**src/rtl/lab_probe_hub.sv**
```systemverilog
// lab_probe_hub: bench-side probe hub for a DUT. It synchronises a manual step
// button into a single-cycle clock-enable strobe and counts those strobes. It
// also snapshots all probed channels together and drives a registered display
// in one of four modes: live, step-snapshot, auto-scan or freeze.
module lab_probe_hub #(
    parameter int NCH      = 4,
    parameter int DW       = 16,
    parameter int SCAN_DIV = 20000000,
    localparam int CW      = (NCH > 1) ? $clog2(NCH) : 1
) (
    input  logic              lab_clk,
    input  logic              lab_reset,
    input  logic              step_in,
    input  logic [NCH*DW-1:0] ch_data,
    input  logic [1:0]        mode,
    input  logic [CW-1:0]     sel_ch,
    input  logic              cap_req,
    output logic              step_pulse,
    output logic [DW-1:0]     disp_data,
    output logic [CW-1:0]     disp_ch,
    output logic              sel_err,
    output logic [31:0]       step_count
);

    localparam int DCW = $clog2(SCAN_DIV);

    localparam logic [1:0] MODE_LIVE   = 2'b00;
    localparam logic [1:0] MODE_STEP   = 2'b01;
    localparam logic [1:0] MODE_SCAN   = 2'b10;
    localparam logic [1:0] MODE_FREEZE = 2'b11;

    // ------------------------------------------------------------------
    // Reset: asserts at once, releases two clocks after lab_reset rises
    // ------------------------------------------------------------------
    logic [1:0] rst_sync_reg;
    logic       rst_n;

    // Reset release synchroniser; the flops clear asynchronously
    always_ff @(posedge lab_clk or negedge lab_reset) begin
        if (!lab_reset) begin
            rst_sync_reg <= 2'b00;
        end else begin
            rst_sync_reg <= {rst_sync_reg[0], 1'b1};
        end
    end

    assign rst_n = rst_sync_reg[1];

    // ------------------------------------------------------------------
    // Step input: 2-flop synchroniser, edge detect, strobe and counter
    // ------------------------------------------------------------------
    logic        step_s1_reg;
    logic        step_s2_reg;
    logic        step_s3_reg;
    logic        fill_reg;
    logic        armed_reg;
    logic        step_pulse_reg;
    logic [31:0] step_count_reg;
    logic        step_rise;

    // armed_reg is set only after step_s1_reg has sampled a real low
    // following reset, so a button already held down at release is ignored.
    assign step_rise = step_s2_reg & ~step_s3_reg & armed_reg;

    // Synchroniser, arming and one-cycle strobe generation
    always_ff @(posedge lab_clk or negedge rst_n) begin
        if (!rst_n) begin
            step_s1_reg    <= 1'b0;
            step_s2_reg    <= 1'b0;
            step_s3_reg    <= 1'b0;
            fill_reg       <= 1'b0;
            armed_reg      <= 1'b0;
            step_pulse_reg <= 1'b0;
        end else begin
            step_s1_reg    <= step_in;
            step_s2_reg    <= step_s1_reg;
            step_s3_reg    <= step_s2_reg;
            fill_reg       <= 1'b1;
            armed_reg      <= armed_reg | (fill_reg & ~step_s1_reg);
            step_pulse_reg <= step_rise;
        end
    end

    // Strobe counter; advances on the same edge that raises step_pulse
    always_ff @(posedge lab_clk or negedge rst_n) begin
        if (!rst_n) begin
            step_count_reg <= 32'd0;
        end else if (step_rise) begin
            step_count_reg <= step_count_reg + 32'd1;
        end
    end

    // ------------------------------------------------------------------
    // Snapshot bank
    // ------------------------------------------------------------------
    logic          cap_d_reg;
    logic          capture;
    logic [DW-1:0] live_arr [NCH];
    logic [DW-1:0] snap_reg [NCH];

    // A step strobe and a cap_req edge in the same cycle are OR-ed: one capture.
    assign capture = (cap_req & ~cap_d_reg) | (step_pulse_reg & (mode == MODE_STEP));

    for (genvar gi = 0; gi < NCH; gi++) begin : g_live
        assign live_arr[gi] = ch_data[gi*DW +: DW];
    end

    // cap_req edge detector and parallel capture of every channel
    always_ff @(posedge lab_clk or negedge rst_n) begin
        if (!rst_n) begin
            cap_d_reg <= 1'b0;
            for (int i = 0; i < NCH; i++) begin
                snap_reg[i] <= '0;
            end
        end else begin
            cap_d_reg <= cap_req;
            if (capture) begin
                for (int i = 0; i < NCH; i++) begin
                    snap_reg[i] <= live_arr[i];
                end
            end
        end
    end

    // ------------------------------------------------------------------
    // Auto-scan dwell counter and scan index
    // ------------------------------------------------------------------
    logic [1:0]     mode_prev_reg;
    logic [DCW-1:0] dwell_reg;
    logic [DCW-1:0] dwell_next;
    logic [CW-1:0]  scan_reg;
    logic [CW-1:0]  scan_next;
    logic [CW-1:0]  eff_idx;
    logic           idx_bad;
    logic [DW-1:0]  live_val;
    logic [DW-1:0]  snap_val;

    // Next scan state; the display follows the next index so every channel
    // gets exactly SCAN_DIV cycles on screen, including the first one.
    always_comb begin
        dwell_next = dwell_reg;
        scan_next  = scan_reg;
        if (mode == MODE_SCAN) begin
            if (mode_prev_reg != MODE_SCAN) begin
                dwell_next = '0;
                scan_next  = '0;
            end else if (dwell_reg == DCW'(SCAN_DIV - 1)) begin
                dwell_next = '0;
                scan_next  = (scan_reg == CW'(NCH - 1)) ? '0 : scan_reg + 1'b1;
            end else begin
                dwell_next = dwell_reg + 1'b1;
            end
        end
    end

    // Effective channel index, range check and channel read muxes
    always_comb begin
        eff_idx  = (mode == MODE_SCAN) ? scan_next : sel_ch;
        idx_bad  = ({1'b0, eff_idx} >= (CW + 1)'(NCH));
        live_val = '0;
        snap_val = '0;
        for (int i = 0; i < NCH; i++) begin
            if (eff_idx == CW'(i)) begin
                live_val = live_arr[i];
                snap_val = snap_reg[i];
            end
        end
    end

    // Scan state registers and previous-mode tracker for entry detection
    always_ff @(posedge lab_clk or negedge rst_n) begin
        if (!rst_n) begin
            mode_prev_reg <= MODE_LIVE;
            dwell_reg     <= '0;
            scan_reg      <= '0;
        end else begin
            mode_prev_reg <= mode;
            dwell_reg     <= dwell_next;
            scan_reg      <= scan_next;
        end
    end

    // ------------------------------------------------------------------
    // Display registers
    // ------------------------------------------------------------------
    logic [DW-1:0] disp_data_reg;
    logic [CW-1:0] disp_ch_reg;
    logic          sel_err_reg;

    // Display update; freeze holds everything, out-of-range shows zero
    always_ff @(posedge lab_clk or negedge rst_n) begin
        if (!rst_n) begin
            disp_data_reg <= '0;
            disp_ch_reg   <= '0;
            sel_err_reg   <= 1'b0;
        end else if (mode != MODE_FREEZE) begin
            disp_ch_reg <= eff_idx;
            sel_err_reg <= idx_bad;
            if (idx_bad) begin
                disp_data_reg <= '0;
            end else if (mode == MODE_LIVE) begin
                disp_data_reg <= live_val;
            end else begin
                disp_data_reg <= snap_val;
            end
        end
    end

    assign step_pulse = step_pulse_reg;
    assign step_count = step_count_reg;
    assign disp_data  = disp_data_reg;
    assign disp_ch    = disp_ch_reg;
    assign sel_err    = sel_err_reg;

endmodule
```
**config.mk**
```make
export PLATFORM = sky130hd
export DESIGN_NAME = lab_probe_hub
export DESIGN_NICKNAME = d
export VERILOG_FILES = /design/src/rtl/lab_probe_hub.sv
export SDC_FILE = /design/constraint.sdc
export NUM_CORES = 1
export LEC_CHECK = 0
export CORE_ASPECT_RATIO = 2
export CORE_MARGIN = 10
export CORE_UTILIZATION = 40
export CTS_CLUSTER_DIAMETER = 120
export DETAILED_ROUTE_END_ITERATION = 8
export PLACE_DENSITY = 0.64
export SETUP_SLACK_MARGIN = 0.3
export SLEW_MARGIN = 20
export SYNTH_ARGS = -nofsm -noshare
export SYNTH_HDL_FRONTEND = slang
export SYNTH_SLANG_ARGS = --single-unit
```
**constraint.sdc**
```tcl
create_clock -name lab_clk -period 4.35 [get_ports lab_clk]
set_clock_uncertainty 0.15 [all_clocks]
set_input_delay 0.435 -clock lab_clk [delete_from_list [all_inputs] [get_ports lab_clk]]
set_output_delay 0.435 -clock lab_clk [all_outputs]
set_load 0.02 [all_outputs]
```
Word-level counts from Yosys, hierarchy flattened
Index checks and enable logic that the tools add are counted.
- flip-flop bits (word level): 152
- bits of input ports: 72
- output and inout port bits: 52
- word-level logic and storage cells: 58
- add/sub/neg operators: 3
- eq/ne operators: 9
- multiplexer cells: 16
- bitwise operators: 10
- reduce and logical (&&, ||, !) cells: 2
- operators by type and width (kind ; number):
    $mux W16 ; 9
    $mux W25 ; 2
    $add A32 B1 Y32 const B ; 1
    $add A25 B1 Y25 const B ; 1
    $eq A25 B25 Y1 const B ; 1
    $mux W2 ; 5
    $eq A2 B2 Y1 const B ; 4
    $and A1 B1 Y1 ; 5
    $eq A2 B1 Y1 const B ; 2
    $logic_not A2 Y1 ; 2
    $ne A2 B2 Y1 const B ; 2
    $not A1 Y1 ; 3
    $add A2 B1 Y2 const B ; 1
    $or A1 B1 Y1 ; 2

Depth between registers and ports, before layout
- depth after elaboration: 12
- gate-level depth with buffers: 10
- mapped depth without buffers: 7

Least setup slack after synthesis
Ideal clock, no wire load.
- path type: register -> register
- start: register dwell_reg[0]
- end: register disp_data_reg[11], in the netlist disp_data[11]
- setup time: 0.135 ns
- arrival: 2.073 ns
- required time: 4.065 ns
- path slack: 1.992 ns
- cell stages (with the launch flop): 10
- path buffers: 2
- period minus slack after synthesis: 2.358 ns
- cells stage by stage: dfrtp_1 > ha_1 > and4b_1 > nand2_1 > a32oi_4 > nand2_2 > buf_4 > buf_6 > a2111oi_0 > nor4_1
- cells in the longest elaborated chain, start to end: 11
- elaborated cells on any way between the ends: 18
- those cells by class: 4 x eq/ne; 13 x mux; 1 x reduce/logical
- RTL lines (what ; RTL line ; source):
    start: declaration ; 129 ; logic [DCW-1:0] dwell_reg;
    start signal: assignment ; 178 ; dwell_reg <= dwell_next;
    $eq A25 B25 Y1 (*) ; 147 ; end else if (dwell_reg == DCW'(SCAN_DIV - 1)) begin
    $mux W2 (*) ; 147 ;
    $mux W2 (*) ; 144 ; if (mode_prev_reg != MODE_SCAN) begin
    $mux W2 (*) ; 143 ; if (mode == MODE_SCAN) begin
    $mux W2 (*) ; 158 ; eff_idx = (mode == MODE_SCAN) ? scan_next : sel_ch;
    $logic_not A2 Y1 ; 163 ; if (eff_idx == CW'(i)) begin
    $mux W16 (4 in a row) ; 163 ;
    $mux W16 (*) ; 201 ; end else if (mode == MODE_LIVE) begin
    end signal: assignment ; 202 ; disp_data_reg <= live_val;
    end signal: assignment ; 204 ; disp_data_reg <= snap_val;
    end: declaration ; 186 ; logic [DW-1:0] disp_data_reg;
Every way passes the cells marked *; elsewhere a longest branch is shown, timed or not.
A chain may end at the register's enable or synchronous reset.

Worst setup path after layout
- start: input port mode[1]
- end: register disp_data_reg[9], in the netlist disp_data[9]
- cells in the longest elaborated chain, start to end: 9
- elaborated cells on any way between the ends: 18
- those cells by class: 5 x eq/ne; 11 x mux; 2 x reduce/logical
- RTL lines (what ; RTL line ; source):
    start: declaration ; 15 ; input logic [1:0] mode,
    $eq A2 B2 Y1 ; 143, 158 ;
    $mux W2 ; 143 ;
    $mux W2 ; 158 ;
    $logic_not A2 Y1 ; 163 ;
    $mux W16 (4 in a row) ; 163 ;
    $mux W16 ; 201 ;
Parallel ways exist; a longest one is shown, timed or not.

==> summary.md <==
| Metric | Value |
|---|---|
| Status | complete, no violations |
| Grt met3 use | 0.0541 |
| Met1 Track Usage GR | 0.179 |
| Net Sw Frac | 0.287 |
| Initial DRC count | about 330 |
| WL final | ~22 mm |
| Clock Latency Late Sink | roughly 420 ps |
| Seq/Total Area, Yosys | 0.497 |
| Synth top area share | 0.497 |
| Placed wire-length estimate | 15.4 mm |
| Net Switching | ~1.1 mW |
| Pins Over Slew Limit | 0 |
| # fillers | ~1700 |
| Drt first pass iters | 5 |
| Synth unique cells | 56 |
| Most common cell after layout, fill and taps aside | dfrtp_1 |
| DP Worst Slack | 816 ps |
| I/O Buffers | ~120 |
| Critical path arrival | around 3300 ps |
| Starting density of the core | 0.406 |
| Nets | about 870 |
| Critical Path RT | 4500 ps |
| Mapped Cells | a little under 700 |
| Finished Core Util | 0.513 |
| Mean post-synth cell area | approximately 11 sq um |
| PwrDens | roughly 400 nW/um^2 |
| Yosys reg bits | ~150 |
| GR Util met2 | 0.307 |
| Post-synth top flop | dfrtp_1 |
| Worst slew pin tran | 1010 ps |
| Final Cell Area | a little under 10000 sq um |
| Die Outline Area | ~25000 sq um |
| WL per Instance | between 20 and 25 microns |
| Crit path kind | in -> reg |
| Die span in y | roughly 220 microns |
| Commonest cells after routing, fill and taps aside | 151 x dfrtp_1, 122 x clkdlybuf4s50_1, 77 x and3_1 |
| Non-Filler Instances | 1063 |
| Number of global-route vias before repair | between 6000 and 7000 |
| Period utilization | 0.720 |
| Cell row count | ~70 |
| RSZ-0062 raised after global routing | false |
| Ys async rst share | 1.00 |
| Final setup fails | 0 |
| I/O pin total | between 100 and 150 |
| Slew HR | 0.327 |
| Core Area | ~19000 sq um |
| Largest cells by area after synthesis | dfrtp_1 50%, mux2_2 9.6%, and3_1 6.3% |
| Syn. warnings | 0 |
| Minimum clock period | between 3000 and 4000 ps |
| CTS tree | built |
| Clock Root Buffer | clkbuf_16 |
| Final Hold Vio Count | 0 |
| Cell Area, Placed | around 9100 sq um |
| Post-Syn Area | around 7600 sq um |
| Internal power | around 2.7 mW |
| Placed cell count | about 1000 |
| Clock Sink Count | ~150 |
| Initial antenna violation count | 1 |
| Final worst slack | approximately 1200 ps |
| Layout cell share with drive strength beyond 1 | 0.159 |
| Final setup TNS | 0 ps |
| Clock share of power | 0.379 |
| Die Width | 118 microns |
| Path category of the worst min-delay check | reg -> reg |
| Drt drc | 0 |
| GRT Resource Usage Total | 0.174 |
| Most used routing layer | met2 |
| Post-synth top area cell | dfrtp_1 |
| GR Overflow Total | 0 |
| Gp weighted congestion | approximately 0.9 |
| Area delta synth->final | 26.3% |
| H-tree levels | 4 |
| Max rail drop VDD | about 310 uV |
| Reg clk slew, reported paths | about 60 ps |
| Crit. End Element | flip-flop |
| Drt via density | roughly 5.7 |
| Combinational share of power | 0.177 |
| First-pass GRT wire length | between 30 and 40 mm |
| Leak | 4.09 nW |
| Max reg flops | 64 |
| Fmax | 319 MHz |
| Post-CTS setup repair buffer count | 0 |
| Post-synth EDFFs | 0 |
| Startpoint Class | input pin |
| Critical Path Fanout Max | 25 |
| Worst-case clock buffer depth | 2 |
| ANT nets after route | 0 |
| Seq pwr share | 0.443 |
| Largest net degree at the start of global routing | about 80 |
| Max-Cap Viols | 0 |
| Num CTS Buffers | 17 |
| Via count | about 6100 |
## synthesized netlist by cell type, drive strengths merged (3+ instances only)
| master | instances |
|---|---|
| nand2 | 36 |
| xor2 | 15 |
| and3 | 77 |
| nand3 | 28 |
| inv | 12 |
| a21oi | 6 |
| or3 | 4 |
| o21ai | 17 |
| clkbuf | 31 |
| mux2 | 66 |
| a211oi | 16 |
| nor3 | 6 |
| nor2b | 4 |
| dfrtp | 152 |
| o32ai | 16 |
| a2111oi | 32 |
| a32o | 3 |
| nor4 | 20 |
| ha | 3 |
| a21o | 17 |
| o31ai | 5 |
| nor2 | 26 |
| nand4 | 5 |
| xnor2 | 27 |
| a21boi | 16 |
| buf | 14 |
| and2 | 5 |
| and4 | 7 |
## metrics by stage
step	hold slack, ps	power [mW]
2_1_floorplan	-10.6	2.09
3_3_place_gp	192	2.39
3_5_place_dp	188	2.42
4_1_cts	2.77	3.89
5_1_grt	221	4.01
6_report	204	3.85
## power groups by stage
| stage | clock network, mW | registers [mW] | logic, mW |
|---|---|---|---|
| 4_1_cts | 1.49 | 1.71 | 0.690 |
| 3_5_place_dp | 0 | 1.73 | 0.686 |
| 2_1_floorplan | 0 | 1.78 | 0.318 |
| 5_1_grt | 1.54 | 1.73 | 0.734 |
| 3_3_place_gp | 0 | 1.72 | 0.662 |
| 6_report | 1.46 | 1.71 | 0.684 |
## logic make-up (layout without fill, tap and decap cells)
| logic type | Yosys count | after routing | synth area share |
|---|---|---|---|
| buffers and inverters | 57 | 175 | 0.0340 |
| adder cells (fa/ha/maj) | 3 | 3 | 0.00491 |
| other | 2 | 4 | 0.000982 |
| AND/OR/NAND/NOR | 230 | 230 | 0.172 |
| multiplexers | 66 | 66 | 0.0976 |
| AO/OA/AOI/OAI | 136 | 136 | 0.145 |
| XOR/XNOR | 42 | 42 | 0.0481 |
| flip-flops | 152 | 152 | 0.497 |
## metal layers
metal  vias up  part of all wire
met5         -                 0
met4         0             0.037
met3        49             0.061
met2       200              0.54
met1      3040              0.37
li1       2789                 -
## area by class of cell
cell class	count	area, sq um	area share
Antenna cell	1	2.50	0.000259
Clock buffer	18	439	0.0455
Timing Repair Buffer	131	1300	0.135
Clock inverter	14	139	0.0144
Tap cell	255	319	0.0330
Inverter	12	45.0	0.00466
Sequential cell	152	3810	0.394
Multi-Input combinational cell	480	3600	0.373
## timing repair
action                                  in CTS  in global routing
hold buffers                                 0                  1
hold endpoints to repair                     0                  2
endpoints found under the setup margin       0                  0
resized for setup                            0                  0
## critical path, cell delays in order
cell             delay (ps)
clkdlybuf4s50_1         650
and4bb_1                540
nand4_1                 150
mux2_4                  300
nand2_2                 400
buf_4                   330
a211oi_1                100
nor4_1                  360
## path summary, 6_finish.rpt
kind                                 start              end  slack, ps  cells past startpoint
hold reg to reg            rst_sync_reg[0]  rst_sync_reg[1]        200                      0
max in group asynchronous  rst_sync_reg[1]     snap_reg[36]       2740                      1
min in group asynchronous  rst_sync_reg[1]     dwell_reg[0]        340                      0
setup / recovery                   mode[1]     disp_data[9]       1220                      8
setup reg to reg              dwell_reg[0]    disp_data[12]       1360                      8
hold / removal             rst_sync_reg[0]  rst_sync_reg[1]        200                      0
Note: power is estimated with default switching activity, not from simulation.
